--- config.mk ---
export PLATFORM = sky130hd
export DESIGN_NAME = bcd_down_timer
export DESIGN_NICKNAME = d
export VERILOG_FILES = /design/src/rtl/bcd_timer_pkg.sv /design/src/rtl/bcd_digit_dec.sv /design/src/rtl/bcd_down_timer.sv
export SDC_FILE = /design/constraint.sdc
export NUM_CORES = 1
export LEC_CHECK = 0
export CORE_AREA = 2 2 63 47
export CTS_BUF_LIST = sky130_fd_sc_hd__clkbuf_4 sky130_fd_sc_hd__clkbuf_8
export DETAILED_ROUTE_END_ITERATION = 12
export DIE_AREA = 0 0 65 49
export DONT_BUFFER_PORTS = 1
export GPL_ROUTABILITY_DRIVEN = 0
export GPL_TIMING_DRIVEN = 0
export PLACE_DENSITY = 0.7
export SYNTH_ARGS = -nofsm -noshare
export SYNTH_HDL_FRONTEND = slang
export SYNTH_SLANG_ARGS = --single-unit
export TNS_END_PERCENT = 1
--- constraint.sdc ---
create_clock -name clk_d -period 5.27 [get_ports clk_d]
set_input_delay 1.054 -clock clk_d [delete_from_list [all_inputs] [get_ports clk_d]]
set_output_delay 1.054 -clock clk_d [all_outputs]
set_load 0.02 [all_outputs]
--- src/rtl/bcd_timer_pkg.sv ---
// ============================================================================
//  Module   : bcd_timer_pkg
//  Purpose  : Shared state encodings, BCD constants and the load-value digit
//             clamp for the BCD down-timer.
//  Revision : 1.0  - initial release
// ============================================================================
`default_nettype none

package bcd_timer_pkg;

  // FSM state encodings (visible on the state output).
  localparam logic [1:0] IDLE  = 2'd0;
  localparam logic [1:0] RUN   = 2'd1;
  localparam logic [1:0] PAUSE = 2'd2;
  localparam logic [1:0] DONE  = 2'd3;

  // Largest legal BCD digit.
  localparam logic [3:0] BCD_MAX = 4'd9;

  // Illegal BCD codes (A..F) on a loaded digit saturate to 9.
  function automatic logic [3:0] clamp_digit(input logic [3:0] d);
    return (d > BCD_MAX) ? BCD_MAX : d;
  endfunction

endpackage

`default_nettype wire

--- src/rtl/bcd_digit_dec.sv ---
// ============================================================================
//  Module   : bcd_digit_dec
//  Purpose  : One combinational BCD digit of a borrow-chained decrementer.
//             A zero digit receiving a borrow wraps to 9 and passes the
//             borrow on; a nonzero digit decrements and absorbs it.
//  Revision : 1.0  - initial release
// ============================================================================
`default_nettype none

module bcd_digit_dec
  import bcd_timer_pkg::*;
(
  input  logic [3:0] d_in,
  input  logic       borrow_in,
  output logic [3:0] d_out,
  output logic       borrow_out
);

  logic w_is_zero;

  assign w_is_zero = (d_in == 4'd0);

  // Digit update and borrow propagation for a single decade.
  always_comb begin
    d_out      = d_in;
    borrow_out = 1'b0;
    if (borrow_in) begin
      if (w_is_zero) begin
        d_out      = BCD_MAX;
        borrow_out = 1'b1;
      end else begin
        d_out = d_in - 4'd1;
      end
    end
  end

endmodule

`default_nettype wire

--- src/rtl/bcd_down_timer.sv ---
// ============================================================================
//  Module   : bcd_down_timer
//  Purpose  : Multi-digit BCD countdown with IDLE/PAUSE/RUN/DONE control,
//             optional auto-reload, a one-cycle done pulse and an LED bank
//             that lights while the countdown has expired.
//  Revision : 1.0  - initial release
// ============================================================================
`default_nettype none

module bcd_down_timer
  import bcd_timer_pkg::*;
#(
  parameter int NUM_DIGITS = 2,
  parameter int LED_WIDTH  = 16
) (
  input  logic                    clk_d,
  input  logic                    rst,
  input  logic                    clr,
  input  logic                    load,
  input  logic [4*NUM_DIGITS-1:0] load_val,
  input  logic                    en,
  input  logic                    auto_reload,
  output logic [4*NUM_DIGITS-1:0] digits,
  output logic [1:0]              state,
  output logic                    busy,
  output logic                    done,
  output logic [LED_WIDTH-1:0]    leds
);

  localparam int c_data_w = 4 * NUM_DIGITS;

  logic [c_data_w-1:0] r_count;
  logic [c_data_w-1:0] r_reload;
  logic [1:0]          r_state;
  logic                r_done;

  logic [c_data_w-1:0] w_count_nxt;
  logic [c_data_w-1:0] w_reload_nxt;
  logic [1:0]          w_state_nxt;
  logic                w_done_nxt;

  logic [c_data_w-1:0] w_clamped;
  logic [c_data_w-1:0] w_dec;
  logic [NUM_DIGITS:0] w_borrow;
  logic                w_count_zero;
  logic                w_dec_zero;
  logic                w_load_zero;

  // Digit 0 always decrements; each stage borrows from the one above.
  assign w_borrow[0] = 1'b1;

  for (genvar gi = 0; gi < NUM_DIGITS; gi++) begin : g_digit
    bcd_digit_dec u_dec (
      .d_in      (r_count[4*gi +: 4]),
      .borrow_in (w_borrow[gi]),
      .d_out     (w_dec[4*gi +: 4]),
      .borrow_out(w_borrow[gi+1])
    );
    assign w_clamped[4*gi +: 4] = clamp_digit(load_val[4*gi +: 4]);
  end

  // The borrow ripples out of the top digit only when every digit is zero,
  // so the chain's carry-out doubles as the count==0 detector.
  assign w_count_zero = w_borrow[NUM_DIGITS];
  assign w_dec_zero   = (w_dec == '0);
  assign w_load_zero  = (w_clamped == '0);

  // State register.
  always_ff @(posedge clk_d or posedge rst) begin
    if (rst) begin
      r_state <= IDLE;
    end else begin
      r_state <= w_state_nxt;
    end
  end

  // Next-state logic: clr beats load, load beats normal sequencing.
  always_comb begin
    w_state_nxt = r_state;
    if (clr) begin
      w_state_nxt = IDLE;
    end else if (load) begin
      w_state_nxt = w_load_zero ? IDLE : PAUSE;
    end else begin
      case (r_state)
        PAUSE: if (en) w_state_nxt = RUN;
        RUN: begin
          if (!en) begin
            w_state_nxt = PAUSE;
          end else if (!w_count_zero && w_dec_zero && !auto_reload) begin
            w_state_nxt = DONE;
          end
        end
        default: w_state_nxt = r_state;  // IDLE and DONE wait for clr/load
      endcase
    end
  end

  // State-decoded outputs, driven only from the registered state.
  always_comb begin
    busy = (r_state == RUN);
    leds = {LED_WIDTH{r_state == DONE}};
  end

  // Datapath next values: count, reload value and the done pulse.
  always_comb begin
    w_count_nxt  = r_count;
    w_reload_nxt = r_reload;
    w_done_nxt   = 1'b0;
    if (clr) begin
      w_count_nxt = '0;
    end else if (load) begin
      w_count_nxt  = w_clamped;
      w_reload_nxt = w_clamped;
    end else if (r_state == RUN && en) begin
      if (w_count_zero) begin
        // Zero held from the previous pass: restart without a done pulse.
        w_count_nxt = r_reload;
      end else begin
        w_count_nxt = w_dec;
        w_done_nxt  = w_dec_zero;
      end
    end
  end

  // Datapath registers.
  always_ff @(posedge clk_d or posedge rst) begin
    if (rst) begin
      r_count  <= '0;
      r_reload <= '0;
      r_done   <= 1'b0;
    end else begin
      r_count  <= w_count_nxt;
      r_reload <= w_reload_nxt;
      r_done   <= w_done_nxt;
    end
  end

  assign digits = r_count;
  assign state  = r_state;
  assign done   = r_done;

endmodule

`default_nettype wire
==> results.yml, run 1 <==
power:
  pwr-share-seq_pct: 48.7
  pwr-share-clk_pct: 29.0
  internal_power_mw: 0.252
  switching_power_mw: 0.120
  power_frac_comb_pct: 22.3
  switching_share_pct: 32.2
  p_per_area_mw_per_mm2: 279
  leakagePower_nw: 0.615
  vdd_ir_drop_max_uv: 161
cts:
  cts_tree: "yes"
  root_buffer: "clkbuf_8"
  cts_buffers: 3
  htree_levels: 1
  cts.sink_count: 19
  cts_setup_buffers: 0
  holdBufCountCts: 0
  clkTransAtPathRegs_ns: 0.07
  clock_path_buffers: 2
  clk_latency_ns: 0.26
  cts-resized-gates: 0
global_route:
  groute.usage.overall_pct: 18.7
  grt_pass1_wl_um: 4590
  grt_max_degree: 20
  grt_pass1_vias: 962
  antenna_found_initial: 0
  overflow: 0
run_status:
  status: "complete, no violations"
die:
  die_w_um: 65
  start_util_pct: 47.2
  die_area_mm2: 0.00319
  coreArea_mm2: 0.00262
  std_cell_rows: 16
  io_pins: 42
  die_y_um: 49
final_layout:
  nets: 155
  instances_no_fill: 173
  drive_above_1_share_pct: 21.2
  finalInstanceArea_mm2: 0.00133
  area_delta_synth_final_pct: 7.58
  antenna_cells: 0
sta:
  clock.fmax_mhz: 367
  slew_headroom_pct: 53.3
  clock_skew_ns: 0.00288
  drv_slew: 0
  tns_ns: 0
  period_needed_ns: 2.72
  finalSetupViolations: 0
  rsz0062_at_grt: "false"
  tightestPinTransition_ns: 0.700
  hold_violations: 0
  fin_crit_sh_pct: 51.7
route:
  wl_per_cell_um: 16.2
  routed_wirelength_um: 2800
  drtAntennaViolNets: 0
  drt-initial-drc-count: 29
  drc: 0
  drtPass1Iterations: 4
  vias: 1043
  viasPerCell: 6.03
logic_synthesis:
  yosysMostFrequentCell: "dfrtp_1"
  ys_seq_area_share_pct: 38.4
  synth_top_area_share_pct: 38.4
  synth_edf_count: 0
  synthArstFlopShare_pct: 100
  synth_cells: 133
  synth_largest_area_cell: "dfrtp_1"
  ys_types: 45
  ys_top_cells_by_count: "19 x dfrtp_1, 15 x buf_4, 10 x nand2_1"
  synth_seq_cells: 19
  ys_warn_count: 0
  syn_area_per_cell_um2: 9.30
  synth_area_mm2: 0.00124
  synthTopCellsByArea: "dfrtp_1 38%, buf_4 9.1%, o21ai_0 3.2%, ha_1 3.0%, nand2_1 3.0%"
  synth_top_flop_cell: "dfrtp_1"
  syn_nets: 150
worst_setup_path:
  critical_path_class: "reg2out"
  r2r_slack_ns: 3.01
  r2r_start: "state[1]"
  worstPathArrival_ns: 1.67
  timing.reg2reg.worst_path_depth: 7
  startpoint_type: "flop"
  worst_ep_required_time_ns: 4.22
  cp_max_fo: 16
  crit_path_end_kind: "output port"
  rr_endpoint: "state[0]"
placement:
  portBuffers: 0
  place_inst: 169
  dp_hpwl_um: 2200
  placed_area_mm2: 0.00128
min_path:
  min_to: "r_reload[3]"
  min_path_cells: 2
  min_path_type: "reg2reg"
  hold_start: "r_reload[3]"
flow_run:
  maxCapViolCount: 0
state kept, by name, summed over array words and instances, names as in the netlist:
register / flops
done: 1
digits: 8
state: 2
r_reload: 8
routing by layer:
layer / GRT usage [%] / vias to the layer above / part of all wire (%)
li1: - / 480 / -
met4: 5.32 / 0 / 0.50
met5: 0 / - / 0
met3: 5.54 / 3 / 10
met1: 26.5 / 500 / 45
met2: 27.7 / 60 / 44
critical path, cell delays in order (launching register included):
cell,delay [ns]
dfrtp_1,0.52
ha_1,0.63
buf_4,0.26
logic make-up (layout without fill, tap and decap cells):
logic type / count (synthesis) / count (layout) / share of synthesized area (%)
fa+ha+maj: 3 / 3 / 3.03
buf+inv: 27 / 31 / 13.4
xor+xnor: 1 / 1 / 0.708
mux: 2 / 2 / 1.82
flops: 19 / 19 / 38.4
simple gates: 46 / 46 / 21.7
compound gates: 35 / 35 / 20.8
placed cells by master (no fill, tap or decap), types with 2 or more instances in the layout:
cell type,netlist,layout
nand2_1,10,10
o21ai_0,8,8
buf_4,15,15
inv_1,7,7
nor2_1,6,6
nor3_1,5,5
nor4_1,6,6
and3_1,2,2
ha_1,3,3
a21o_1,4,4
nand2b_1,2,2
nand3_1,2,2
a21oi_1,6,6
clkbuf_1,3,3
dfrtp_1,19,19
a211oi_1,3,3
clkbuf_8,0,3
or4_4,2,2
o31ai_1,2,2
mux2_1,2,2
worst max-delay path by stage:
stage,depth (start not counted),startpoint,to,slack (ns)
3_3_place_gp,2,state[1],leds[11],2.86
6_report,2,state[1],leds[3],2.55
4_1_cts,2,state[1],leds[3],2.52
3_5_place_dp,2,state[1],leds[3],2.81
5_1_grt,2,state[1],leds[3],2.42
2_1_floorplan,2,state[1],leds[10],2.93
power groups by stage:
stage          clock network (mW)  registers, mW  logic [mW]
2_1_floorplan                   0          0.179      0.0710
3_3_place_gp                    0          0.183      0.0808
3_5_place_dp                    0          0.183      0.0831
4_1_cts                     0.111          0.181      0.0833
5_1_grt                     0.119          0.183      0.0911
6_report                    0.108          0.181      0.0828
area by class of cell:
cell class / instances / area [µm²]
clock buffer: 4 / 48.8
sequential: 19 / 475
inverter: 7 / 26.3
multi-input combinational: 87 / 596
fill: 254 / 1290
tap: 36 / 45.0
buffer: 20 / 140
per-stage QoR:
stage               hold slack (ns)  util (%)  setup WS (ns)  total power, mW
finish                        0.490      50.8           2.55            0.371
CTS                           0.490      50.8           2.52            0.374
global route                  0.514      50.8           2.42            0.393
floorplan                     0.444         -           2.93            0.250
global placement              0.466      48.9           2.86            0.263
detailed placement            0.469      48.9           2.81            0.266
Note: power is estimated with default switching activity, not from simulation.
==> inputs of run 2 (changes only) <==
PLACE_DENSITY = 0.73   (was 0.7)
clock period = 2.5 ns   (was 5.27 ns; I/O delays follow)
==> run 2 against run 1 <==
Effect of this change: wire length is 4.6% higher; via count is 2.7% lower; global-route usage is 1.5 points higher; hold slack worse by 0.25 ns; die area stayed put; worst setup slack worse by 2.3 ns; clock power is 110% higher; non-clock buffer count stayed put; sequential cell count stayed put; register-to-register slack worse by 2.7 ns; total power is 110% higher; combinational power is 110% higher; critical path type is now reg2reg; largest power group unchanged.
==> results.yml, run 2 (same netlist as run 1, synthesis figures left out) <==
worst_setup_path:
  cp_top_family: "flip-flops"
  crit_buf_inv: 2
  cp_max_fo: 6
  worstPathArrival_ns: 2.39
  crit_cells: 7
  timing.reg2reg.worst_path_depth: 7
  slowest_stage: "dfrtp_1"
  crit_path_end_kind: "flop"
  critical_path_class: "reg2reg"
  worst_path_largest_cell_delay_ns: 0.49
  path_cells: "inv_1 -> ha_1 -> and2_1 -> clkbuf_1 -> o31ai_4 -> a21oi_2 -> mux2_1"
  startpoint_type: "flop"
  worst_ep_required_time_ns: 2.65
cts:
  htree_levels: 1
  cts_tree: "yes"
  cts_setup_buffers: 0
  cts-resized-gates: 0
  holdBufCountCts: 0
  clkTransAtPathRegs_ns: 0.08
  cts.sink_count: 19
  clk_latency_ns: 0.26
  cts_buffers: 3
  clock_path_buffers: 2
  root_buffer: "clkbuf_8"
run_status:
  status: "complete, no violations"
final_layout:
  drive_above_1_share_pct: 21.2
  nets: 155
  finalInstanceArea_mm2: 0.00133
  postLayoutCoreUtil_pct: 50.7
  final_common_cell: "dfrtp_1"
  layout_common_cells: "19 x dfrtp_1, 15 x buf_4, 10 x nand2_1"
  area_delta_synth_final_pct: 7.38
  instances_no_fill: 173
  antenna_cells: 0
global_route:
  grt_pass1_wl_um: 4910
  grt_pass1_vias: 939
  grt_max_degree: 20
  overflow: 0
  groute.usage.overall_pct: 20.2
  antenna_found_initial: 0
sta:
  tns_ns: 0
  fin_ws_ns: 0.262
  clock_skew_ns: 0.00249
  slew_headroom_pct: 51.2
  drv_slew: 0
  hold_violations: 0
  rsz0062_at_grt: "false"
  fin_crit_sh_pct: 89.5
  tightestPinTransition_ns: 0.731
  finalSetupViolations: 0
  clock.fmax_mhz: 447
  period_needed_ns: 2.24
  timing.hold.ws_ns: 0.242
power:
  internal_power_mw: 0.517
  power_frac_comb_pct: 22.7
  pwr-share-clk_pct: 28.5
  switching_share_pct: 33.8
  leakagePower_nw: 0.614
  p_per_area_mw_per_mm2: 587
  totalPowerFinal_mw: 0.780
  vdd_ir_drop_max_uv: 320
  switching_power_mw: 0.263
  pwr-share-seq_pct: 48.8
placement:
  portBuffers: 0
  place_inst: 169
  place_ws_ns: 0.263
  dp_hpwl_um: 2210
  placed_area_mm2: 0.00128
die:
  die_y_um: 49
  die_w_um: 65
  start_util_pct: 47.2
  std_cell_rows: 16
  coreArea_mm2: 0.00262
  io_pins: 42
  die_area_mm2: 0.00319
route:
  viasPerCell: 5.87
  routed_wirelength_um: 2920
  vias: 1015
  drtPass1Iterations: 4
  drt-initial-drc-count: 92
  drc: 0
  wl_per_cell_um: 16.9
  drtAntennaViolNets: 0
flow_run:
  maxCapViolCount: 0
min_path:
  min_path_type: "in2async"
## run 2: cell types whose count changed in the layout (fill, tap and decap cells not counted), sizes merged
| cell | delta |
|---|---|
| clkbuf | -1 |
| clkinv | +1 |
## run 2: cell type report
class                      count  area, µm²
multi-input combinational     87        596
inverter                       7       26.3
sequential                    19        475
clock buffer                   3       41.3
buffer                        20        140
tap                           36       45.0
clock inverter                 1       5.00
fill                         241       1290
## run 2: power by group through the flow
stage          logic [mW]  registers (mW)  clock network (mW)
2_1_floorplan       0.150           0.377                   0
4_1_cts             0.177           0.380               0.226
3_5_place_dp        0.176           0.386                   0
3_3_place_gp        0.171           0.385                   0
6_report            0.177           0.381               0.222
5_1_grt             0.193           0.386               0.245
## run 2: worst paths after layout
kind | start | end | slack [ns]
worst min-delay path | rst | r_reload[0] | 0.24
worst max register to register | state[1] | state[0] | 0.26
worst max-delay path | state[1] | state[0] | 0.26
min in group clk_d | clr | digits[4] | 0.29
worst min register to register | r_reload[6] | r_reload[6] | 0.48
max in group asynchronous | rst | r_reload[6] | 1.79
## run 2: per-layer routing
metal,track usage (%),share of wire [%],vias to the layer above
li1,-,-,482
met1,28.6,42,474
met2,30.2,45,55
met3,7.62,13,4
met4,2.84,0.48,0
met5,0,0,-
## run 2: worst reg2reg max path: cells and delay by family, from the launching register on
kind	cells	cell delay, ns
buffers and inverters	2	0.42
and+or+nand+nor	1	0.18
adders and majority gates	1	0.38
AOI/OAI and AO/OA	2	0.32
DFF	1	0.49
muxes	1	0.33
